### src/rtl/count_pkg.sv
// Shared definitions for the count/match/capture block.
// Provides the FSM state encoding and the default datapath width.
package count_pkg;

    localparam int unsigned DEFAULT_WIDTH = 32;

    typedef enum logic [1:0] {
        IDLE  = 2'd0,
        ARMED = 2'd1,
        DONE  = 2'd2
    } state_t;

endpackage

### src/rtl/sync_fifo.sv
// Synchronous first-word-fall-through FIFO for captured counts.
// Ports:
//   clk        rising-edge clock
//   rst        synchronous active-low reset (empties FIFO, zeroes storage)
//   push       write request; push_data is stored if space (or a same-cycle pop) allows
//   push_data  value to store
//   pop_ready  consumer accepts data; ignored while empty
//   data       entry at the head (0 after reset until the first push)
//   valid      FIFO not empty
//   drop       push refused because the FIFO was full with no pop this cycle
module sync_fifo #(
    parameter int unsigned WIDTH = 32,
    parameter int unsigned DEPTH = 4
) (
    input  logic             clk,
    input  logic             rst,
    input  logic             push,
    input  logic [WIDTH-1:0] push_data,
    input  logic             pop_ready,
    output logic [WIDTH-1:0] data,
    output logic             valid,
    output logic             drop
);

    localparam int unsigned AW = $clog2(DEPTH);

    logic [WIDTH-1:0] mem [DEPTH];
    // Pointers carry one extra wrap bit to tell full from empty.
    logic [AW:0]      wr_ptr;
    logic [AW:0]      rd_ptr;
    logic             empty;
    logic             full;
    logic             pop;
    logic             write;

    assign empty = (wr_ptr == rd_ptr);
    assign full  = (wr_ptr[AW] != rd_ptr[AW]) && (wr_ptr[AW-1:0] == rd_ptr[AW-1:0]);
    assign pop   = !empty && pop_ready;
    // When full, a same-cycle pop frees the slot the write lands in.
    assign write = push && (!full || pop);
    assign drop  = push && full && !pop;

    assign data  = mem[rd_ptr[AW-1:0]];
    assign valid = !empty;

    always_ff @(posedge clk) begin
        if (!rst) begin
            wr_ptr <= '0;
            rd_ptr <= '0;
            for (int unsigned i = 0; i < DEPTH; i++) begin
                mem[i] <= '0;
            end
        end else begin
            if (write) begin
                mem[wr_ptr[AW-1:0]] <= push_data;
                wr_ptr              <= wr_ptr + 1'b1;
            end
            if (pop) begin
                rd_ptr <= rd_ptr + 1'b1;
            end
        end
    end

endmodule

### src/rtl/count_match_capture.sv
// Compares a running count against an armed target and captures matching
// counts into a small FIFO. One-shot mode stops after the first match;
// periodic mode advances the target by 'period' after each match.
// Ports:
//   clk, rst          clock, synchronous active-low reset
//   count_in/_valid   running count and its qualifier
//   cmp_val, period   first target and periodic increment (sampled on arm)
//   mode              0 = one-shot, 1 = periodic (sampled on arm)
//   arm               single-cycle arm/re-arm request, wins over a match
//   match_pulse       registered one-cycle pulse per match
//   out_data/valid    FIFO head and non-empty flag; out_ready pops
//   overflow          sticky: a capture was dropped (cleared by arm)
//   armed             FSM is in ARMED
module count_match_capture
    import count_pkg::*;
#(
    parameter int unsigned WIDTH = DEFAULT_WIDTH,
    parameter int unsigned DEPTH = 4
) (
    input  logic             clk,
    input  logic             rst,
    input  logic [WIDTH-1:0] count_in,
    input  logic             count_in_valid,
    input  logic [WIDTH-1:0] cmp_val,
    input  logic [WIDTH-1:0] period,
    input  logic             mode,
    input  logic             arm,
    output logic             match_pulse,
    output logic [WIDTH-1:0] out_data,
    output logic             out_valid,
    input  logic             out_ready,
    output logic             overflow,
    output logic             armed
);

    state_t           state;
    state_t           state_next;
    logic [WIDTH-1:0] target;
    logic [WIDTH-1:0] target_next;
    logic [WIDTH-1:0] period_q;
    logic             mode_q;
    logic             match;
    logic             drop;

    assign match = (state == ARMED) && count_in_valid && (count_in == target) && !arm;
    assign armed = (state == ARMED);

    always_comb begin
        state_next  = state;
        target_next = target;
        if (arm) begin
            state_next  = ARMED;
            target_next = cmp_val;
        end else if (match) begin
            if (mode_q) begin
                target_next = target + period_q;
            end else begin
                state_next = DONE;
            end
        end
    end

    always_ff @(posedge clk) begin
        if (!rst) begin
            state       <= IDLE;
            target      <= '0;
            mode_q      <= 1'b0;
            period_q    <= '0;
            match_pulse <= 1'b0;
            overflow    <= 1'b0;
        end else begin
            state       <= state_next;
            target      <= target_next;
            match_pulse <= match;
            if (arm) begin
                mode_q   <= mode;
                period_q <= period;
                overflow <= 1'b0;
            end else if (drop) begin
                overflow <= 1'b1;
            end
        end
    end

    sync_fifo #(
        .WIDTH(WIDTH),
        .DEPTH(DEPTH)
    ) u_fifo (
        .clk       (clk),
        .rst       (rst),
        .push      (match),
        .push_data (count_in),
        .pop_ready (out_ready),
        .data      (out_data),
        .valid     (out_valid),
        .drop      (drop)
    );

endmodule

### config.mk
export PLATFORM = sky130hd
export DESIGN_NAME = count_match_capture
export DESIGN_NICKNAME = d
export VERILOG_FILES = /design/src/rtl/count_pkg.sv /design/src/rtl/sync_fifo.sv /design/src/rtl/count_match_capture.sv
export SDC_FILE = /design/constraint.sdc
export NUM_CORES = 1
export LEC_CHECK = 0
export CAP_MARGIN = 15
export CORE_MARGIN = 2
export CORE_UTILIZATION = 40
export CTS_CLUSTER_SIZE = 20
export DETAILED_ROUTE_END_ITERATION = 16
export PLACE_DENSITY_LB_ADDON = 0.12
export SYNTH_ARGS = -nofsm -noshare
export SYNTH_HDL_FRONTEND = slang
export SYNTH_HIERARCHICAL = 1
export SYNTH_SLANG_ARGS = --single-unit
export TNS_END_PERCENT = 5
### constraint.sdc
create_clock -name clk -period 5.57 [get_ports clk]
set_input_delay 0.8355 -clock clk [delete_from_list [all_inputs] [get_ports clk]]
set_output_delay 0.8355 -clock clk [all_outputs]
set_load 0.01 [all_outputs]
Yosys cells after proc, flatten, opt, wreduce, memory -nomap -nowiden
Memory sizes are Yosys's and may differ from the RTL's. A register that Yosys moved wholly into a read port is not among the register bits.
Index checks and enable logic that the tools add are counted.
{ "classes": {"add_sub_neg": 3, "n_eq_ne": 6, "mux": 15, "n_bitwise": 2, "n_reduce_logical": 20} }
{ "ops": {"columns": ["op", "n"], "rows": [
  ["$mux W32", 4],
  ["$add A32 B32 Y32", 1],
  ["$eq A32 B32 Y1", 1],
  ["$reduce_or A32 Y1", 1],
  ["$logic_and A1 B1 Y1", 8],
  ["$mux W1", 8],
  ["$add A3 B1 Y3 const B", 2],
  ["$mux W2", 3],
  ["$reduce_and A2 Y1", 3],
  ["$logic_not A1 Y1", 4],
  ["$reduce_bool A2 Y1", 2],
  ["$eq A3 B3 Y1", 1],
  ["$eq A2 B1 Y1 const B", 1],
  ["$eq A2 B2 Y1", 1],
  ["$ne A2 B2 Y1 const B", 1],
  ["$not A1 Y1", 2],
  ["$reduce_or A2 Y1", 1],
  ["$logic_or A1 B1 Y1", 1],
  ["$ne A1 B1 Y1", 1]
]} }
{ "word_totals": {"ff_bits": 75, "mem_bits_rw": 128, "input_bits": 102, "output_inout_bits": 36, "elab_cells": 56, "memories": 1} }
{ "memory_table": {"columns": ["name", "words", "word_bits", "rd", "rd_ports_with_merged_regs", "wr", "line_no", "rtl"], "rows": [
  ["u_fifo.mem", 4, 32, 1, 1, 4, "sync_fifo.sv:27", "logic [WIDTH-1:0] mem [DEPTH];"]
]} }

Longest topological paths before layout
{ "depth": {"word_depth": 10, "mapped_depth": 12, "mapped_depth_nobuf": 10} }

Modules after synthesis
The synthesis kept the hierarchy.
{ "by_module_without_submodules": {"columns": ["mod", "n_inst", "cells_each", "area_each_um2", "seq_area_each_um2"], "rows": [
  ["sync_fifo", 1, 412, 6221.0, 4003.8],
  ["count_match_capture", 1, 608, 4825.9, 1381.3]
]} }

Worst setup path after synthesis
Ideal clock, no wire load.
{ "synth_path": {"path_type": "input to register", "from": "input port count_in[28]", "to": "memory u_fifo.mem[0][0], enable pin", "setup_time_ns": 0.466, "arrival_ns": 4.694, "t_required_ns": 5.104, "setup_slack_ns": 0.410, "cell_stages": 11, "path_buffers": 2, "path_cell_list": "xor2_1 > nor4_1 > nand4_1 > nor3_1 > nand2_1 > nor2_1 > nand2_1 > a41o_1 > buf_6 > buf_2 > o21ai_0"} }
{ "synth_rtl": {"columns": ["element", "line_no", "rtl"], "rows": [
  ["start: declaration", "count_match_capture.sv:22", "input logic [WIDTH-1:0] count_in,"],
  ["end: declaration", "sync_fifo.sv:27", null]
]} }

==> flow_summary.ini <==
[outcome]
status = completed

[floorplanning]
die-area_um2 = 28960
core_um2 = 27030
initial_core_util = 0.4088
num_io_pins = 138
fp.dieW_um = 170.2
die_h_um = 170.2
std_cell_rows = 60

[synthesis]
synth_cell_type_count = 62
syn_inst = 1020
ys_warn_count = 6
synth_edf_count = 128
synth.area.top_cells = edfxtp_1, dfxtp_1, mux4_2
async_flop_share = 0
synth_top_area_frac = 0.3479
syn_area_um2 = 11050
ys_ff_latch = 205
ys_seq_area_frac = 0.4875
syn_area_per_cell_um2 = 10.83
synth_top_area_cell = edfxtp_1
synthesis.nets = 1156
synth_ff_type = edfxtp_1

[clock_network]
clock-root-buffer = clkbuf_16
cts.path.max_buffers = 3
clk_pin_slew_worst_paths_ps = 60
post_cts_buffers = 0
clk_latency_ps = 520
numCtsBuffers = 24
cts_max_level = 1
hold_buffers = 0
cts_sinks = 205
cts_tree = yes
cts_resized = 0

[layout]
diodes = 0
drive_gt1_frac = 0.1258
utilization = 0.4955
layout_commonest_cell = clkdlybuf4s50_1
fill_cells = 2495
layout_common_cells = clkdlybuf4s50_1, edfxtp_1, nor2_1
nNetsFinal = 1263
areaGrowthSynthToFinish_pct = 21.21

[worst_setup_path]
cp_data_required_time_ps = 5720
critPathMaxFanout = 57
path_class = in2reg
end_kind = flop
start_kind = primary input
crit_arrival_ps = 4140

[global_route]
grt_first_pass_wirelength_mm = 44.84
grt_remaining_overflow = 0
grt_pass1_vias = 8035
grt.total_usage = 0.2005
grt_max_degree = 77
antenna_found_initial = 0

[timing]
rsz0062_at_grt = false
fin_skew_ps = 15.60
setup_violations = 0
min_period_ps = 3984
fin_tns_setup_ps = 0
fmax_ghz = 0.2510
slew_headroom = 0.2354
hold_violations = 0
period_share = 0.7153
slew_violations = 0
worst_pin_slew_ps = 1147

[routing]
vias = 8042
viasPerCell = 5.412
ant_nets = 0
routed_wl_mm = 29.18
route.detailed.drc = 0
dr.first_iter.drc_count = 659
drt-pass1-iter-count = 4
wl_per_cell_um = 19.63

[power_and_ir_drop]
p_total_mw = 3.634
ir_drop_mv = 0.1752
seq_power_share = 0.472
p_leak_nw = 5.085
power.density_nw_per_um2 = 271.4
p_comb_frac = 0.109
power_switching_uw = 869.0
pwr-share-clk = 0.419
p_sw_frac = 0.2391
p_int_mw = 2.765

[run]
cap_violations = 0

[placement]
place_congestion = 0.9411
hpwlAfterDp_mm = 20.18
portBuffers = 137

[min_path]
hold_path_class = reg2reg
power groups by stage:
stage / Clock, mW / Combinational, mW / Sequential (mW)
floorplan: 0 / 0.226 / 1.73
global placement: 0 / 0.394 / 1.75
detailed placement: 0 / 0.397 / 1.75
CTS: 1.56 / 0.398 / 1.72
global route: 1.62 / 0.431 / 1.72
finish: 1.52 / 0.395 / 1.72
logic make-up after synthesis:
group / synth area share
buffers and inverters: 0.04644
AO/OA/AOI/OAI: 0.1025
flip-flops: 0.4875
multiplexers: 0.1057
XOR/XNOR: 0.04678
adder cells (fa/ha/maj): 0.03919
AND/OR/NAND/NOR: 0.1719
cell type report:
class / count / area, um2 / area share
Sequential cell: 205 / 5386 / 0.4023
Clock inverter: 15 / 120.1 / 0.008970
Inverter: 42 / 157.7 / 0.01177
Multi-Input combinational cell: 703 / 5177 / 0.3867
Tap cell: 341 / 426.7 / 0.03186
Timing Repair Buffer: 151 / 1481 / 0.1106
Clock buffer: 29 / 640.6 / 0.04784
registers in the layout (all words and copies together), names as in the netlist, 2 cells and up, named ones only:
register,flops
state,2
period_q,32
u_fifo/wr_ptr,3
u_fifo/rd_ptr,3
target,32
u_fifo/mem,128
stage by stage:
stage	hold slack, ps	setup slack (ps)	cell area [um2]	std cells
2_1_floorplan	440.8	410.1	11050	1020
4_1_cts	479.4	1590	13390	1486
6_report	475.8	1586	13390	1486
5_1_grt	506.5	1357	13390	1486
3_3_place_gp	463.6	1113	12630	1442
3_5_place_dp	468.0	1049	12630	1442
worst max-delay path, stage by stage:
cell and delay [ps]:
clkdlybuf4s50_1 460, xor2_1 200, nor4_1 480, nand4_1 210
nor3_1 230, nand2_1 130, nor2_1 230, nand2_1 110
a41o_4 460, o21ai_2 310, buf_4 430
Yosys cell counts, types with 4 or more instances:
| cell type | instances |
|---|---|
| nor3_2 | 48 |
| o31ai_1 | 4 |
| or3_1 | 5 |
| mux2i_1 | 39 |
| buf_2 | 11 |
| o211ai_1 | 7 |
| a31oi_1 | 10 |
| inv_1 | 41 |
| xnor2_1 | 15 |
| and3_1 | 7 |
| o21a_1 | 9 |
| mux4_2 | 32 |
| edfxtp_1 | 128 |
| o21bai_1 | 6 |
| dfxtp_1 | 77 |
| buf_6 | 8 |
| nor3_1 | 63 |
| buf_4 | 5 |
| a21o_1 | 20 |
| nor2_1 | 106 |
| xor2_1 | 44 |
| nand3_1 | 21 |
| buf_1 | 7 |
| clkbuf_1 | 39 |
| o21ai_0 | 44 |
| mux2_2 | 4 |
| nand2b_1 | 7 |
| nand2_1 | 80 |
| ha_1 | 33 |
| a211oi_1 | 4 |
| a21oi_1 | 37 |
| a22o_1 | 9 |
| nor4_1 | 10 |
worst paths after layout:
path / start / end / slack (ps) / depth (start not counted)
hold reg to reg: state[0]$_SDFFE_PN0P_ / state[0]$_SDFFE_PN0P_ / 480 / 2
setup / recovery: count_in[24] / u_fifo/mem[1][28]$_SDFFCE_PN0P_ / 1590 / 11
hold / removal: state[0]$_SDFFE_PN0P_ / state[0]$_SDFFE_PN0P_ / 480 / 2
setup reg to reg: target[24]$_SDFFE_PN0P_ / u_fifo/mem[1][28]$_SDFFCE_PN0P_ / 1950 / 10
layer usage:
metal  vias up  GRT usage  wire length [um]
met5         -          0                 0
met4         0    0.04236               481
met3        36    0.02326              1309
met2       201     0.3420             13880
met1      3853     0.2755             13500
li1       3952          -                 -
Note: power is estimated with default switching activity, not from simulation.
